**src/rtl/fetch_decode.sv**
```systemverilog
// rtl/fetch_decode.sv - instruction fetch and IF/ID decode with two-word jump collection
module fetch_decode #(
  parameter logic [15:0] RESET_PC = 16'h0000
) (
  input  logic        clk,
  input  logic        rst,
  output logic [15:0] imem_addr_o,
  input  logic [15:0] imem_rdata_i,
  input  logic        stall_i,
  input  logic        redirect_i,
  input  logic [15:0] redirect_pc_i,
  output logic [1:0]  format_o,
  output logic [3:0]  opcode_o,
  output logic [2:0]  reg1_o,
  output logic [2:0]  reg2_o,
  output logic [2:0]  regD_o,
  output logic [2:0]  imm_o,
  output logic        immFlag_o,
  output logic [15:0] jmpLoc_o,
  output logic        valid_o
);

  typedef enum logic {DECODE, EXT} state_t;

  state_t      state;
  state_t      state_nxt;
  logic [15:0] pc;
  logic        rd_valid;
  logic        advance;
  logic        is_jump;

  assign advance = rd_valid & ~stall_i & ~redirect_i;
  assign is_jump = (imem_rdata_i[15:14] == 2'b11);

  // Next pc is always the address presented, so a stall simply re-reads pc.
  always_comb begin
    imem_addr_o = pc;
    if (redirect_i) begin
      imem_addr_o = redirect_pc_i;
    end else if (advance) begin
      imem_addr_o = pc + 16'd1;
    end
  end

  always_comb begin
    state_nxt = state;
    if (redirect_i) begin
      state_nxt = DECODE;
    end else if (advance) begin
      if (state == DECODE) begin
        state_nxt = is_jump ? EXT : DECODE;
      end else begin
        state_nxt = DECODE;
      end
    end
  end

  always_ff @(posedge clk or posedge rst) begin
    if (rst) begin
      state    <= DECODE;
      pc       <= RESET_PC;
      rd_valid <= 1'b0;
    end else begin
      state    <= state_nxt;
      pc       <= imem_addr_o;
      rd_valid <= 1'b1;
    end
  end

  // On redirect the fields keep their old values; only valid_o drops.
  always_ff @(posedge clk or posedge rst) begin
    if (rst) begin
      format_o  <= 2'd0;
      opcode_o  <= 4'd0;
      reg1_o    <= 3'd0;
      reg2_o    <= 3'd0;
      regD_o    <= 3'd0;
      imm_o     <= 3'd0;
      immFlag_o <= 1'b0;
      jmpLoc_o  <= 16'd0;
      valid_o   <= 1'b0;
    end else if (redirect_i) begin
      valid_o <= 1'b0;
    end else if (advance) begin
      if (state == DECODE) begin
        format_o  <= imem_rdata_i[15:14];
        opcode_o  <= imem_rdata_i[13:10];
        immFlag_o <= imem_rdata_i[9];
        regD_o    <= imem_rdata_i[8:6];
        reg1_o    <= imem_rdata_i[5:3];
        reg2_o    <= imem_rdata_i[9] ? 3'd0 : imem_rdata_i[2:0];
        imm_o     <= imem_rdata_i[9] ? imem_rdata_i[2:0] : 3'd0;
        jmpLoc_o  <= 16'd0;
        valid_o   <= ~is_jump;
      end else begin
        jmpLoc_o <= imem_rdata_i;
        valid_o  <= 1'b1;
      end
    end
  end

endmodule

```
**config.mk**
```make
export PLATFORM = sky130hd
export DESIGN_NAME = fetch_decode
export DESIGN_NICKNAME = d
export VERILOG_FILES = /design/src/rtl/fetch_decode.sv
export SDC_FILE = /design/constraint.sdc
export NUM_CORES = 1
export LEC_CHECK = 0
export CAP_MARGIN = 10
export CORE_MARGIN = 5
export CORE_UTILIZATION = 49
export CTS_BUF_LIST = sky130_fd_sc_hd__clkbuf_2 sky130_fd_sc_hd__clkbuf_4 sky130_fd_sc_hd__clkbuf_8
export CTS_CLUSTER_DIAMETER = 120
export DETAILED_ROUTE_END_ITERATION = 7
export PLACE_DENSITY = 0.95
export SYNTH_ARGS = -nofsm -noshare
export SYNTH_HDL_FRONTEND = slang
export SYNTH_SLANG_ARGS = --single-unit
```
**constraint.sdc**
```tcl
create_clock -name clk -period 5.9 [get_ports clk]
set_clock_uncertainty 0.1 [all_clocks]
set_input_delay 1.18 -clock clk [delete_from_list [all_inputs] [get_ports clk]]
set_output_delay 1.18 -clock clk [all_outputs]
set_load 0.05 [all_outputs]
```
==> out/qor.yml <==
clock_tree:
  post-cts-setup-buffer-count: 0
  worstSkewPairLatency_ns: 0.30
  cts_resized: 0
  worst_path_clk_slew_ns: 0.09
  clock_path_buffers: 2
  number_of_h_tree_levels: 2
  cts_root_buffer: "sky130_fd_sc_hd__clkbuf_8"
  hold_buffers: 0
  cts_made_buffers: 5
  tritoncts_clock_tree: "done"
  tritoncts_num_sinks: 54
die:
  fp.coreArea_um2: 4750
  fp.dieW_um: 80.0
  rows: 25
  ioPinCount: 88
  die_area_um2: 6400
  start_util_pct: 50.5
  chipHeight_um: 80.0
final_layout:
  finish.cell_count_without_fillers: 413
  layout-area-overhead-vs-synth_pct: 41.9
  nets: 382
  share_of_layout_cells_above_drive_strength_1_pct: 5.20
  num_antenna_cells: 0
worst_setup_path:
  start_kind: "input pin"
  cp_data_required_time_ns: 4.62
  worst-setup-path-type: "in -> out"
  path_max_fanout: 4
  timing.critical_path.arrival_ns: 3.65
  setup.worst_path.end_class: "output pin"
pwr:
  seqPwrFrac_pct: 46.6
  intPower_mw: 0.590
  ir_drop_mv: 0.135
  power.share.clock_pct: 22.0
  switchingPower_mw: 0.339
  power.total_mw: 0.929
  pwr_density_cell_nw_per_um2: 273
  combinationalPowerShare_pct: 31.5
  total_leakage_power_nw: 1.46
  power.switching_fraction_pct: 36.5
synthesis:
  syn_inst: 262
  average_cell_area_after_synthesis_um2: 9.16
  synth_cell_type_count: 34
  syn_area_um2: 2400
  post_synth_most_frequent_cells: "sky130_fd_sc_hd__nand2_1, sky130_fd_sc_hd__dfrtp_1, sky130_fd_sc_hd__o21ai_0"
  synthesized_netlist_net_count: 299
  synthFlopType: "sky130_fd_sc_hd__dfrtp_1"
  synth.yosys.seq_area_share_pct: 56.3
  synth_area_leader_cell: "sky130_fd_sc_hd__dfrtp_1"
  async_reset_ff_share_pct: 100
  yosysTopAreaCellShare_pct: 56.3
  synth-edff-count: 0
  yosysMostFrequentCell: "sky130_fd_sc_hd__nand2_1"
  yosys_register_bits: 54
  ys_top_cells_by_area: "sky130_fd_sc_hd__dfrtp_1, sky130_fd_sc_hd__nand2_1, sky130_fd_sc_hd__o21ai_0"
  yosysWarningCount: 0
global_route:
  globalRouteOverflowTotal: 0
  grt_pass1_vias: 2048
  grt_antenna_before_repair: 0
  track_usage_pct: 19.7
  largest_net_degree_at_the_start_of_global_routing: 55
  global_route_wire_length_before_repair_um: 9800
timing:
  setup_viol_count_final: 0
  number_of_max_slew_violations_in_the_final_report: 0
  rsz0062_at_grt: "no"
  setup_tns_ns: 0
  number_of_hold_violations_in_the_final_report: 0
  timing.max_slew.rel_slack_pct: 37.2
  final.period_utilization_pct: 83.6
  max_clock_freq_ghz: 0.203
  final_period_minus_worst_setup_slack_ns: 4.93
  worst-slew-pin-transition_ns: 0.942
hold_path:
  hp-class: "reg -> reg"
placed_design:
  post-dp-hpwl_um: 4430
  numPortBuffers: 87
  numPlacedInstances: 405
  globalplace.congestion: 0.822
route:
  ant_nets: 0
  route.detailed.vias_per_inst: 5.10
  wl_per_cell_um: 14.6
  first_pass_iters: 4
  postRouteWirelength_um: 6030
  drcViolationCount: 0
  drt_first_iter_violations: 125
  via_count: 2105
flow_run:
  max_cap_violations: 0
run_status:
  outcome: "complete, no violations"
logic make-up after synthesis:
family / share of synthesized area [%]
and+or+nand+nor: 26.9
buffers and inverters: 2.82
xor gates and xnor gates: 4.38
DFF: 56.3
other: 0.156
AOI/OAI and AO/OA: 8.08
muxes: 0.834
adders and majority gates: 0.521
flip-flops by register name (all words and copies together) (netlist names):
name       cells
jmpLoc_o      16
pc            16
opcode_o       4
imm_o          3
reg1_o         3
reg2_o         3
regD_o         3
format_o       2
immFlag_o      1
rd_valid       1
state          1
valid_o        1
layer usage:
metal | wire (um) | share of wire, % | global-route usage [%] | vias to the layer above
met5 | 0 | 0 | 0 | -
met4 | 104 | 1.7 | 7.09 | 0
met3 | 373 | 6.2 | 3.61 | 9
met2 | 3080 | 51 | 33.6 | 88
met1 | 2480 | 41 | 24.8 | 979
li1 | - | - | - | 1029
power by group through the flow:
stage          registers, mW  clock network [mW]  logic [mW]
5_1_grt                0.438               0.224       0.309
4_1_cts                0.432               0.206       0.295
6_report               0.433               0.204       0.292
3_5_place_dp           0.439                   0       0.293
3_3_place_gp           0.438                   0       0.288
2_1_floorplan          0.519                   0      0.0976
final cells by class:
cell class                 count  area [um2]
clock buffer                   5        68.8
clock inverter                 3        21.3
fill                         357        1350
inverter                       4        15.0
multi-input combinational    191         981
sequential                    54        1350
tap                           67        83.8
timing repair buffer          89         883
final timing paths:
path	startpoint	to	slack [ns]	cells past startpoint
setup reg to reg	rd_valid	imm_o[2]	3.53	4
hold / removal	imm_o[1]	imm_o[1]	0.38	2
setup / recovery	stall_i	imem_addr_o[13]	0.97	6
min in group asynchronous	rst	imm_o[2]	1.26	3
max in group asynchronous	rst	pc[10]	3.99	3
hold reg to reg	imm_o[1]	imm_o[1]	0.38	2
through the flow:
stage / utilization (%) / hold slack (ns) / cell area, um2 / setup slack [ns]
floorplan: - / 0.602 / 2400 / 1.51
global placement: 69.7 / 0.350 / 3310 / 1.09
detailed placement: 69.7 / 0.362 / 3310 / 0.943
CTS: 71.6 / 0.383 / 3400 / 0.963
global route: 71.6 / 0.409 / 3400 / 0.771
finish: 71.6 / 0.383 / 3400 / 0.966
critical path, stage by stage:
cell and delay, ns:
sky130_fd_sc_hd__clkdlybuf4s50_1 0.46, sky130_fd_sc_hd__nand4bb_1 0.29, sky130_fd_sc_hd__nor4_2 0.44, sky130_fd_sc_hd__nand4_1 0.19
sky130_fd_sc_hd__a31oi_1 0.24, sky130_fd_sc_hd__clkdlybuf4s50_1 0.84
placed cells by master, fill, tap and decap left out, types with 4 or more instances in the layout:
cell type	count
sky130_fd_sc_hd__nand4_1	6
sky130_fd_sc_hd__dfrtp_1	54
sky130_fd_sc_hd__nor2_1	4
sky130_fd_sc_hd__o21ai_0	30
sky130_fd_sc_hd__xnor2_1	8
sky130_fd_sc_hd__clkdlybuf4s50_1	86
sky130_fd_sc_hd__clkbuf_8	5
sky130_fd_sc_hd__nand2_1	100
sky130_fd_sc_hd__nand3_1	6
sky130_fd_sc_hd__xor2_1	4
(Power assumes the default switching activity.)
==> RTL edit 1: new RTL, same settings <==
Register the output `immFlag_o` once more, cleared by the reset; this adds one clock of latency there. The other outputs are not delayed to match.
--- a/src/rtl/fetch_decode.sv
+++ b/src/rtl/fetch_decode.sv
@@ -22,4 +22,6 @@
 
   typedef enum logic {DECODE, EXT} state_t;
+
+  logic immFlag_s0;
 
   state_t      state;
@@ -77,5 +79,5 @@
       regD_o    <= 3'd0;
       imm_o     <= 3'd0;
-      immFlag_o <= 1'b0;
+      immFlag_s0 <= 1'b0;
       jmpLoc_o  <= 16'd0;
       valid_o   <= 1'b0;
@@ -86,5 +88,5 @@
         format_o  <= imem_rdata_i[15:14];
         opcode_o  <= imem_rdata_i[13:10];
-        immFlag_o <= imem_rdata_i[9];
+        immFlag_s0 <= imem_rdata_i[9];
         regD_o    <= imem_rdata_i[8:6];
         reg1_o    <= imem_rdata_i[5:3];
@@ -100,4 +102,12 @@
   end
 
+  always_ff @(posedge clk or posedge rst) begin
+    if (rst) begin
+      immFlag_o <= '0;
+    end else begin
+      immFlag_o <= immFlag_s0;
+    end
+  end
+
 endmodule
 
Formal check against the unedited RTL: not equivalent (Yosys sat finds a counterexample within 4 cycles, from zero or initial values and one cycle with rst high).
==> RTL edit 1 against the original RTL <==
Sequential cell count rose by 1. Combinational power about the same. Area after synthesis increased by 1.0%. Routed wire length rose by 3.0%. Worst setup slack lost 0.34 ns. Critical path depth stayed put. Design area rose by 1.7%. Power is 7.0% higher.
==> RTL edit 1: results (changes against the original RTL) <==
----------------------------------------------------
[Synth]
  Ys Warns ... 0 (unchanged)
  Leading post-synthesis cells by instance count ... 100 x sky130_fd_sc_hd__nand2_1, 55 x sky130_fd_sc_hd__dfrtp_1, 30 x sky130_fd_sc_hd__o21ai_0
  Dominant synthesized flop cell ... sky130_fd_sc_hd__dfrtp_1
  Syn_nets ... 300 (+0.33%)
  Synth unique cells ... 34 (unchanged)
  Mean post-synth cell area ... 9.22 um2 (+0.66%)
  Sequential-to-total area share from yosys stat ... 56.8% (+0.45 points)
  Share of synthesized registers carrying an async set or reset ... 100% (unchanged)
  Most area-consuming cells after synthesis ... sky130_fd_sc_hd__dfrtp_1 57%, sky130_fd_sc_hd__nand2_1 15%, sky130_fd_sc_hd__o21ai_0 6.2%, sky130_fd_sc_hd__xnor2_1 2.9%, sky130_fd_sc_hd__clkbuf_1 1.5%

[Clock tree]
  Inserted Clock Buffers ... 5 (unchanged)
  Deepest level of the CTS H-tree ... 2 (unchanged)
  Number of cells upsized or downsized after cts ... 0 (unchanged)
  Worst-skew pair later-pin latency ... 0.30 ns (about the same)
  Number of buffers inserted by post-CTS setup repair ... 0 (unchanged)
  Clock-pin slew on the worst setup and hold paths ... 0.10 ns
  Number of buffers inserted for hold repair after clock tree synthesis ... 0 (unchanged)
  Number of buffers between clock root and the deepest sink ... 2 (unchanged)
  Root Driver ... sky130_fd_sc_hd__clkbuf_8

[Cells and area]
  Top Registers ... jmpLoc_o: 16 flops, pc: 16 flops, opcode_o: 4 flops
  Number of nets in the final layout ... 383 (+0.26%)
  Number of filler instances in the final layout ... 365 (+2.2%)
  Count of antenna diodes in the layout ... 0 (unchanged)
  Layout Cells excl Fill ... 414 (+0.24%)
  Fraction of layout instances using a drive strength above 1 ... 5.19% (-0.015 points)

[Placed design]
  HPWL Detailed ... 4640 um (+4.8%)
  RePlAce Congestion ... 0.749 (-8.9%)
  Input/output buffers ... 87 (unchanged)

[Route]
  DRT Wirelength ... 6210 um (+3.0%)
  DRT iter0 DRCs ... 104 (-17%)
  Average via count per standard cell ... 5.25 (+3.0%)
  1st-pass router iterations ... 4 (unchanged)

[Worst setup path]
  Biggest cell delay along the critical path ... 0.84 ns (about the same)
  Slowest-stage cell, CP ... sky130_fd_sc_hd__clkdlybuf4s50_1
  Crit path DAT ... 3.99 ns (+0.34 ns)
  Top delay family on crit path ... buffers and inverters
  Worst-path maximum fanout ... 19 (+15)

[Outcome]
  Run status ... completed

[Global route]
  Global-route wire length before repair ... 10100 um (+3.5%)
  Largest net degree at the start of global routing ... 56 (+1.8%)
  Antenna violations before repair ... 0 (unchanged)
  Via count of the first global-routing pass ... 2142 (+4.6%)
  Combined global-route utilization of all metal layers ... 20.4% (+0.74 points)

[Power and ir drop]
  Static leakage power ... 0.00149 uW (+2.1%)
  Worst voltage drop across the vdd grid ... 0.152 mV (+12%)

[Timing]
  Worst slew slack as a fraction of its limit ... 36.3% (-0.90 points)

[Worst hold path]
  Classification of the worst-slack hold path ... reg2reg

----------------------------------------------------
[RTL edit 1: path summary, 6_finish.rpt]
check / slack (ns) / to / start / cells past startpoint
max: 0.63 / imem_addr_o[13] / redirect_i / 6
min: 0.29 / immFlag_o / immFlag_s0 / 0
max reg2reg: 3.50 / imm_o[1] / rd_valid / 4
min reg2reg: 0.29 / immFlag_o / immFlag_s0 / 0
max in group asynchronous: 3.96 / reg2_o[1] / rst / 3
min in group asynchronous: 1.28 / imm_o[0] / rst / 3
[RTL edit 1: layout make-up]
| class | count | area (um2) | share of cell area, % |
|---|---|---|---|
| Sequential cell | 55 | 1380 | 39.8 |
| Clock inverter | 2 | 38.8 | 1.12 |
| Multi-Input combinational cell | 191 | 981 | 28.3 |
| Clock buffer | 6 | 82.6 | 2.39 |
| Tap cell | 67 | 83.8 | 2.42 |
| Timing Repair Buffer | 89 | 883 | 25.5 |
| Inverter | 4 | 15.0 | 0.434 |
[RTL edit 1: per-layer routing]
| metal | routed length [um] | vias up | GRT usage [%] |
|---|---|---|---|
| met2 | 3120 | 103 | 35.3 |
| met4 | 114 | 0 | 6.08 |
| li1 | - | 1036 | - |
| met5 | 0 | - | 0 |
| met1 | 2550 | 1021 | 24.9 |
| met3 | 422 | 13 | 5.27 |
[RTL edit 1: cells by family (layout without fill, tap and decap cells)]
family | Yosys count | in the layout | synth area share, %
buf+inv | 17 | 101 | 2.79
xor+xnor | 12 | 12 | 4.33
flops | 55 | 55 | 56.8
simple gates | 139 | 139 | 26.6
mux | 2 | 2 | 0.826
compound gates | 36 | 36 | 8.00
fa+ha+maj | 1 | 1 | 0.516
other cells | 1 | 1 | 0.155
[RTL edit 1: through the flow]
| step | utilization (%) | cell area [um2] | hold slack, ns | worst slack [ns] |
|---|---|---|---|---|
| 2_1_floorplan | - | 2420 | 0.254 | 1.51 |
| 3_3_place_gp | 70.2 | 3340 | 0.261 | 0.781 |
| 3_5_place_dp | 70.2 | 3340 | 0.273 | 0.591 |
| 4_1_cts | 72.8 | 3460 | 0.292 | 0.617 |
| 5_1_grt | 72.8 | 3460 | 0.309 | 0.430 |
| 6_report | 72.8 | 3460 | 0.292 | 0.628 |
[RTL edit 1: where the power goes]
group          total (uW)  switching, uW  internal, uW
Sequential            441           28.1           413
Clock                 260            120           140
Combinational         293            192           101
Total                 994            340           654
==> RTL edit 2: new RTL, same settings <==
Made on the original files. Reset style: synchronous (`rst`), changed in 2 clocked blocks.
--- a/src/rtl/fetch_decode.sv
+++ b/src/rtl/fetch_decode.sv
@@ -56,5 +56,5 @@
   end
 
-  always_ff @(posedge clk or posedge rst) begin
+  always_ff @(posedge clk) begin
     if (rst) begin
       state    <= DECODE;
@@ -69,5 +69,5 @@
 
   // On redirect the fields keep their old values; only valid_o drops.
-  always_ff @(posedge clk or posedge rst) begin
+  always_ff @(posedge clk) begin
     if (rst) begin
       format_o  <= 2'd0;
Function: differs if rst is asserted again (counterexample within 4 cycles, from zero or initial values and one cycle with rst high); with rst held inactive, the same outputs for 10 cycles.
==> RTL edit 2 against the original RTL <==
Power is 18% lower. Combinational power is 47% lower. Area after synthesis shrank 0.89%. Design area decreased by 1.7%. Largest power group unchanged. Global-route usage up 0.11 points. Largest cell class is now multi-input combinational cells. Routed wire length rose by 4.6%. Sequential cell count unchanged. Non-clock buffer count did not move. Worst setup slack worse by 0.079 ns.
==> RTL edit 2: results (changes against the original RTL) <==
----------------------------------------------------
[Clock tree]
  Deepest level of the CTS H-tree ... 2 (unchanged)
  Worst-skew pair later-pin latency ... 0.30 ns (about the same)
  Inserted Clock Buffers ... 5 (unchanged)
  Number of cells upsized or downsized after cts ... 0 (unchanged)
  Number of buffers inserted by post-CTS setup repair ... 0 (unchanged)
  Root Driver ... sky130_fd_sc_hd__clkbuf_8
  Number of buffers between clock root and the deepest sink ... 2 (unchanged)
  Clock-pin slew on the worst setup and hold paths ... 0.10 ns

[Placed design]
  Placed Cells incl. Taps ... 427 (+5.4%)
  RePlAce Congestion ... 0.759 (-7.7%)
  Input/output buffers ... 87 (unchanged)
  HPWL Detailed ... 4470 um (+0.99%)

[Synth]
  Synth unique cells ... 35 (+2.9%)
  Share of synthesized registers carrying an async set or reset ... 0% (-100 points)
  Syn_nets ... 329 (+10%)
  Ys Warns ... 0 (unchanged)
  Leading post-synthesis cells by instance count ... 58 x sky130_fd_sc_hd__nand2_1, 54 x sky130_fd_sc_hd__dfxtp_1, 47 x sky130_fd_sc_hd__a21oi_1
  Most area-consuming cells after synthesis ... sky130_fd_sc_hd__dfxtp_1 45%, sky130_fd_sc_hd__a21oi_1 9.9%, sky130_fd_sc_hd__nand2_1 9.2%, sky130_fd_sc_hd__nand3_1 4.8%, sky130_fd_sc_hd__xnor2_1 3.3%
  Sequential-to-total area share from yosys stat ... 45.4% (-11 points)
  Syn Inst Count ... 292 (+11%)

[Route]
  Via count ... 2295 (+9.0%)
  DRT iter0 DRCs ... 137 (+9.6%)
  1st-pass router iterations ... 4 (unchanged)
  DRT Wirelength ... 6310 um (+4.6%)

[Global route]
  Via count of the first global-routing pass ... 2160 (+5.5%)
  Global-route wire length before repair ... 10100 um (+2.6%)
  Antenna violations before repair ... 0 (unchanged)
  Combined global-route utilization of all metal layers ... 19.8% (+0.11 points)
  Largest net degree at the start of global routing ... 51 (-7.3%)

[Outcome]
  Run status ... completed

[Worst setup path]
  Worst-path maximum fanout ... 6 (+2)
  Crit path DAT ... 3.73 ns (+0.08 ns)

[Power and ir drop]
  Worst voltage drop across the vdd grid ... 0.219 mV (+62%)
  Static leakage power ... 0.00111 uW (-24%)
  Internal portion of total power ... 534 uW (-9.4%)

[Cells and area]
  Fraction of layout instances using a drive strength above 1 ... 5.43% (+0.23 points)
  Layout Cells excl Fill ... 435 (+5.3%)
  Count of antenna diodes in the layout ... 0 (unchanged)
  Number of nets in the final layout ... 404 (+5.8%)
  Top Registers ... jmpLoc_o: 16 flops, pc: 16 flops, opcode_o: 4 flops

[Timing]
  Worst slew slack as a fraction of its limit ... 38.1% (+0.91 points)

[Worst hold path]
  Classification of the worst-slack hold path ... reg2reg

----------------------------------------------------
RTL edit 2: cell count changes after synthesis, moves of 9 or more:
cell / delta
sky130_fd_sc_hd__dfrtp_1: -54
sky130_fd_sc_hd__dfxtp_1: +54
sky130_fd_sc_hd__a21oi_1: +47
sky130_fd_sc_hd__nand2_1: -42
sky130_fd_sc_hd__o21ai_0: -27
sky130_fd_sc_hd__nand3_1: +17
sky130_fd_sc_hd__nor2_1: +11
sky130_fd_sc_hd__a211oi_1: +9
RTL edit 2: kinds of logic (layout without fill, tap and decap cells):
kind of cell	Yosys count	in the layout	synth area share [%]
flip-flops	54	54	45.4
buffers and inverters	26	102	4.79
AO/OA/AOI/OAI	64	64	15.3
adder cells (fa/ha/maj)	1	1	0.526
AND/OR/NAND/NOR	131	131	27.7
XOR/XNOR	11	11	4.05
multiplexers	5	5	2.16
RTL edit 2: routing by layer:
metal | vias to the layer above | wire [um] | share of wire (%) | track usage [%]
li1 | 1157 | - | - | -
met1 | 1073 | 2720 | 43 | 25.7
met2 | 59 | 3200 | 51 | 33.0
met3 | 6 | 307 | 4.9 | 4.18
met4 | 0 | 82 | 1.3 | 5.67
met5 | - | 0 | 0 | 0
RTL edit 2: power by group through the flow:
stage	Combinational, uW	Clock, uW	Sequential, uW
4_1_cts	156	223	387
3_5_place_dp	156	0	396
5_1_grt	165	241	389
2_1_floorplan	81.5	0	407
3_3_place_gp	154	0	395
6_report	156	219	388
RTL edit 2: worst paths after layout:
| path | startpoint | endpoint | slack (ns) | depth (start not counted) |
|---|---|---|---|---|
| worst max-delay path | stall_i | imem_addr_o[12] | 0.89 | 6 |
| worst min-delay path | reg2_o[1] | reg2_o[1] | 0.35 | 2 |
| worst max register to register | rd_valid | state | 3.72 | 4 |
| worst min register to register | reg2_o[1] | reg2_o[1] | 0.35 | 2 |
RTL edit 2: worst max-delay path, cell delays in order:
cell and delay, ns:
sky130_fd_sc_hd__clkdlybuf4s50_1 0.48, sky130_fd_sc_hd__nand4b_1 0.38, sky130_fd_sc_hd__nor4_1 0.39, sky130_fd_sc_hd__mux2_2 0.39, sky130_fd_sc_hd__nor2_1 0.10, sky130_fd_sc_hd__clkdlybuf4s50_1 0.81
RTL edit 2: cell type report:
class	instances	area, um2
inverter	5	18.8
timing repair buffer	89	881
sequential	54	1080
clock buffer	6	82.6
fill	386	1380
multi-input combinational	212	1180
tap	67	83.8
clock inverter	2	16.3
RTL edit 2: per-stage QoR:
step | utilization, % | worst slack [ns] | area, um2 | total power (uW)
after floorplan | - | 1.88 | 2380 | 489
after global placement | 68.8 | 1.03 | 3250 | 549
after detailed placement | 68.8 | 0.983 | 3250 | 551
after CTS | 70.9 | 0.874 | 3350 | 767
after global routing | 70.9 | 0.747 | 3350 | 796
final | 70.9 | 0.887 | 3350 | 762
